`config.mk`:
```
export PLATFORM = sky130hd
export DESIGN_NAME = bnn_job_sequencer
export DESIGN_NICKNAME = d
export VERILOG_FILES = /design/src/rtl/bnn_job_sequencer.sv
export SDC_FILE = /design/constraint.sdc
export NUM_CORES = 2
export LEC_CHECK = 0
export ABC_AREA = 1
export CORE_AREA = 2 2 712 714
export DETAILED_ROUTE_END_ITERATION = 10
export DIE_AREA = 0 0 714 716
export PLACE_DENSITY_LB_ADDON = 0.08
export SLEW_MARGIN = 20
export SYNTH_ARGS = -nofsm -noshare
export SYNTH_HDL_FRONTEND = slang
export SYNTH_SLANG_ARGS = --single-unit
```
`constraint.sdc`:
```
create_clock -name clk -period 1.7 [get_ports clk]
set_input_delay 0.255 -clock clk [delete_from_list [all_inputs] [get_ports clk]]
set_output_delay 0.255 -clock clk [all_outputs]
set_load 0.02 [all_outputs]
```
`src/rtl/bnn_job_sequencer.sv`:
```
// Job sequencer between the image buffer and the BNN core: accept image, start, watchdog, hold result.
// Optional start-to-done latency counter enabled by defining BNN_SEQ_PERF_EN.
module bnn_job_sequencer #(
  parameter int IMG_W          = 900,
  parameter int RES_W          = 4,
  parameter int TIMEOUT_CYCLES = 4096,
  parameter int CNT_W          = 16
) (
  input  logic             clk,
  input  logic             rst,
  input  logic             img_valid,
  output logic             img_ready,
  input  logic [IMG_W-1:0] img_data,
  output logic [IMG_W-1:0] bnn_img,
  output logic             bnn_start,
  input  logic             bnn_done,
  input  logic [RES_W-1:0] bnn_result,
  output logic             res_valid,
  input  logic             res_ready,
  output logic [RES_W-1:0] res_data,
  output logic             res_timeout,
  output logic             busy,
  output logic [CNT_W-1:0] infer_count,
  output logic [CNT_W-1:0] last_latency,
  output logic [1:0]       state_dbg
);

  localparam int WD_W = $clog2(TIMEOUT_CYCLES);
  localparam logic [WD_W-1:0] WD_LAST = WD_W'(TIMEOUT_CYCLES - 1);

  typedef enum logic [1:0] {
    IDLE  = 2'd0,
    START = 2'd1,
    RUN   = 2'd2,
    HOLD  = 2'd3
  } state_t;

  state_t          state;
  state_t          state_nx;
  logic [WD_W-1:0] watchdog;
  logic            accept;
  logic            done_hit;
  logic            timeout_hit;

  // Both interfaces: a transfer happens on a rising edge where valid && ready;
  // the source holds data stable while valid && !ready.
  always_comb begin
    accept      = 1'b0;
    done_hit    = 1'b0;
    timeout_hit = 1'b0;
    if (state == IDLE) accept = img_valid;
    if (state == RUN) begin
      done_hit    = bnn_done;
      timeout_hit = !bnn_done && (watchdog == WD_LAST);
    end
  end

  always_comb begin
    state_nx = state;
    case (state)
      IDLE:    if (accept) state_nx = START;
      START:   state_nx = RUN;
      RUN:     if (done_hit || timeout_hit) state_nx = HOLD;
      HOLD:    if (res_ready) state_nx = IDLE;
      default: state_nx = IDLE;
    endcase
  end

  always_ff @(posedge clk) begin
    if (rst) state <= IDLE;
    else     state <= state_nx;
  end

  always_ff @(posedge clk) begin
    if (rst) begin
      bnn_img     <= '0;
      bnn_start   <= 1'b0;
      watchdog    <= '0;
      res_data    <= '0;
      res_timeout <= 1'b0;
      infer_count <= '0;
    end else begin
      bnn_start <= accept;
      if (accept) bnn_img <= img_data;
      if (state == START)    watchdog <= '0;
      else if (state == RUN) watchdog <= watchdog + WD_W'(1);
      if (done_hit) begin
        res_data    <= bnn_result;
        res_timeout <= 1'b0;
        infer_count <= infer_count + CNT_W'(1);
      end else if (timeout_hit) begin
        res_data    <= '1;
        res_timeout <= 1'b1;
      end
    end
  end

`ifdef BNN_SEQ_PERF_EN
  logic [CNT_W-1:0] perf_cnt;

  // perf_cnt equals cycles elapsed since the bnn_start cycle, saturating.
  always_ff @(posedge clk) begin
    if (rst) begin
      perf_cnt     <= '0;
      last_latency <= '0;
    end else begin
      if (state == START) perf_cnt <= CNT_W'(1);
      else if (state == RUN && perf_cnt != '1) perf_cnt <= perf_cnt + CNT_W'(1);
      if (done_hit) last_latency <= perf_cnt;
    end
  end
`else
  assign last_latency = '0;
`endif

  assign img_ready = (state == IDLE);
  assign busy      = (state != IDLE);
  assign res_valid = (state == HOLD);
  assign state_dbg = state;

endmodule

```
==> metrics.cfg <==
[finish]
fin_util_pct=15.3
drive_gt1_share_pct=31.2
area_growth_pct=132
nNetsFinal=7769

[place]
dp_slack_ns=-1.07
hpwlAfterDp_mm=291
io_buffers=1835
gp_congestion=0.820

[status]
violations=negative setup slack
status=complete, but fails checks

[timing]
fin_skew_ns=0.0582
fmax_mhz=470
hold_ws_ns=0.0680
timing_hold_violations_final=0
tightest_slew_ns=0.566
maxSlewViolCount=0
fin_crit_ns=2.13
fin_crit_sh_pct=125
setup_slack_ns=-0.429
finalSetupViolCount=1112
rsz0062_at_grt=yes
relSlewSlack_pct=62.1

[die]
die_area_um2=511000
num_rows=261
io_pins=1852
core_area_um2=504000
die_w_um=714
initial_core_util_pct=6.60
die_h_um=716

[synthesis]
ys_top_cells_by_area=dfxtp_1 56%, nor2_1 21%, o21ai_0 12%
syn-cell-area_um2=33200
synth_area_leader_cell=dfxtp_1
synth_edf_count=0
netlist_top_cells_count=1847 x nor2_1, 936 x dfxtp_1, 782 x o21ai_0
synth.yosys.seq_area_share_pct=56.4
synth_warnings=0
async_reset_ff_share_pct=0
yosysTopAreaCellShare_pct=56.4
yosys_register_bits=936
synth_cell_type_count=31
synthXorXnorAreaFrac_pct=0.0527
synth_mux_area_share_pct=0
synthCells=4169
yosysMostFrequentCell=nor2_1
synth-simple-area-share_pct=22.0
synth_top_family_by_area=simple AND/OR/NAND/NOR gates
synth-main-ff-cell=dfxtp_1
synth_compound_area_share_pct=14.1
avgSynthCellArea_um2=7.97
yosys.area_share.adder_pct=0.226

[global_route]
antenna_found_initial=293
grt_pass1_wl_mm=439
grt_use_total_pct=13.1
grt_max_degree=58
grt_pass1_vias=40366
grt-ovfl-total=0

[clocking]
cts_htree_levels=4
cts_made_buffers=157
clk_latency_ns=0.87
root_buffer=clkbuf_16
cts_tree=built
clkSlewWorstSetupHoldPaths_ns=0.05
cts.sinks=936
clock_path_buffers=4

[power]
power.leakage_nw=30.0
p_total_w=0.125
powerDensity_nw_per_um2=1620
vdd_drop_max_v=0.000692

[detailed_routing]
drt-initial-drc-count=1496
drc_errors=0
wl_mm=359
ant_nets=0
firstDrtPassIters=5
via_count=40180
vias_per_cell=2.92
wire_per_inst_um=26.1

[flow_run]
cap_violations=0

[setup_path]
worstPathArrival_ns=1.87
cp.required_ns=1.44
crit_fanout=2
critical_path_class=reg -> out
worstSetupEndpointType=primary output
cp-start-kind=register

[worst_hold_path]
hold_path_class=in -> reg

[cells by family (layout without fill, tap and decap cells)]
| family | Yosys count | after routing |
|---|---|---|
| xor gates and xnor gates | 2 | 2 |
| DFF | 936 | 936 |
| buffers and inverters | 362 | 3141 |
| other | 1 | 88 |
| and+or+nand+nor | 1926 | 1926 |
| adders and majority gates | 6 | 6 |
| AOI/OAI and AO/OA | 936 | 936 |
[timing repair]
| item | 4_1_cts | 5_1_grt |
|---|---|---|
| buffers inserted | 48 | 37 |
| endpoints found under the hold margin | 535 | 0 |
| gates resized for setup | 1087 | 3811 |
| pin swaps | 10 | 34 |
| gates cloned | 22 | 47 |
| hold buffers | 535 | 0 |
| endpoints found under the setup margin | 1841 | 1838 |
[flip-flops by register name, indices dropped and copies added (netlist names)]
| register | count |
|---|---|
| bnn_img | 900 |
| res_timeout | 1 |
| infer_count | 16 |
| res_data | 4 |
| state_dbg | 2 |
| bnn_start | 1 |
| watchdog | 12 |
[metal layers]
layer	up-vias	global-route usage (%)	routed length (um)
met3	698	5.81	34000
met5	-	0	376
met1	18815	13.3	129000
met2	1698	24.5	184000
met4	60	2.80	10700
li1	18909	-	-
[per-stage QoR]
step | TNS (ns) | instance area, um^2 | instances
2_1_floorplan | 0 | 33300 | 4184
3_3_place_gp | -439.56 | 61300 | 12724
3_5_place_dp | -430.50 | 61300 | 12724
4_1_cts | -736.29 | 73500 | 13595
5_1_grt | -445.40 | 77100 | 13712
6_report | -313.88 | 77100 | 13741
[worst max-delay path: stages (launching register included)]
cell     delay (ns)
dfxtp_2        0.32
inv_2          0.07
ha_4           0.19
buf_6          0.12
inv_4          0.03
buf_8          0.12
buf_12         0.14
[area by class of cell]
class	count	area (um^2)
well taps	6706	8390
repair inverters	2	38.8
fillers	57352	426000
flip-flops and latches	936	19600
clock inverters	40	505
multi-input cells	2886	13300
repair buffers	2828	30400
diodes	72	180
inverters	43	198
clock buffers	228	4530
[cell usage in the layout (no fill, tap or decap), types with 22 or more instances in the layout]
cell,count
nor2_1,1695
o21ai_0,710
nand2_1,44
diode_2,72
clkbuf_16,198
o21ai_1,173
buf_12,111
clkbuf_8,27
buf_4,416
clkbuf_1,41
dfxtp_1,387
dfxtp_4,61
buf_6,559
clkdlybuf4s50_1,1012
inv_1,38
buf_16,42
dlygate4sd3_1,535
dfxtp_2,488
o21ai_2,26
buf_8,22
nor2_2,48
nor2_4,109
dlygate4sd2_1,84
[power breakdown]
part | switching (W) | leakage (nW) | internal, W
Sequential | 0.00473 | 7.94 | 0.0287
Combinational | 0.0324 | 19.6 | 0.0257
Clock | 0.0135 | 2.45 | 0.0198
Total | 0.0506 | 30.0 | 0.0742
[final timing paths]
kind	slack, ns	from	depth (start not counted)	to
worst min register to register	0.46	watchdog[7]$_SDFFE_PP0P_	2	watchdog[7]$_SDFFE_PP0P_
worst max register to register	-0.40	state_dbg[0]$_SDFFE_PP0P_	12	bnn_img[344]$_SDFFE_PP0P_
worst max-delay path	-0.43	state_dbg[0]$_SDFFE_PP0P_	6	busy
worst min-delay path	0.07	img_data[191]	3	bnn_img[191]$_SDFFE_PP0P_
Note: power is estimated with default switching activity, not from simulation.
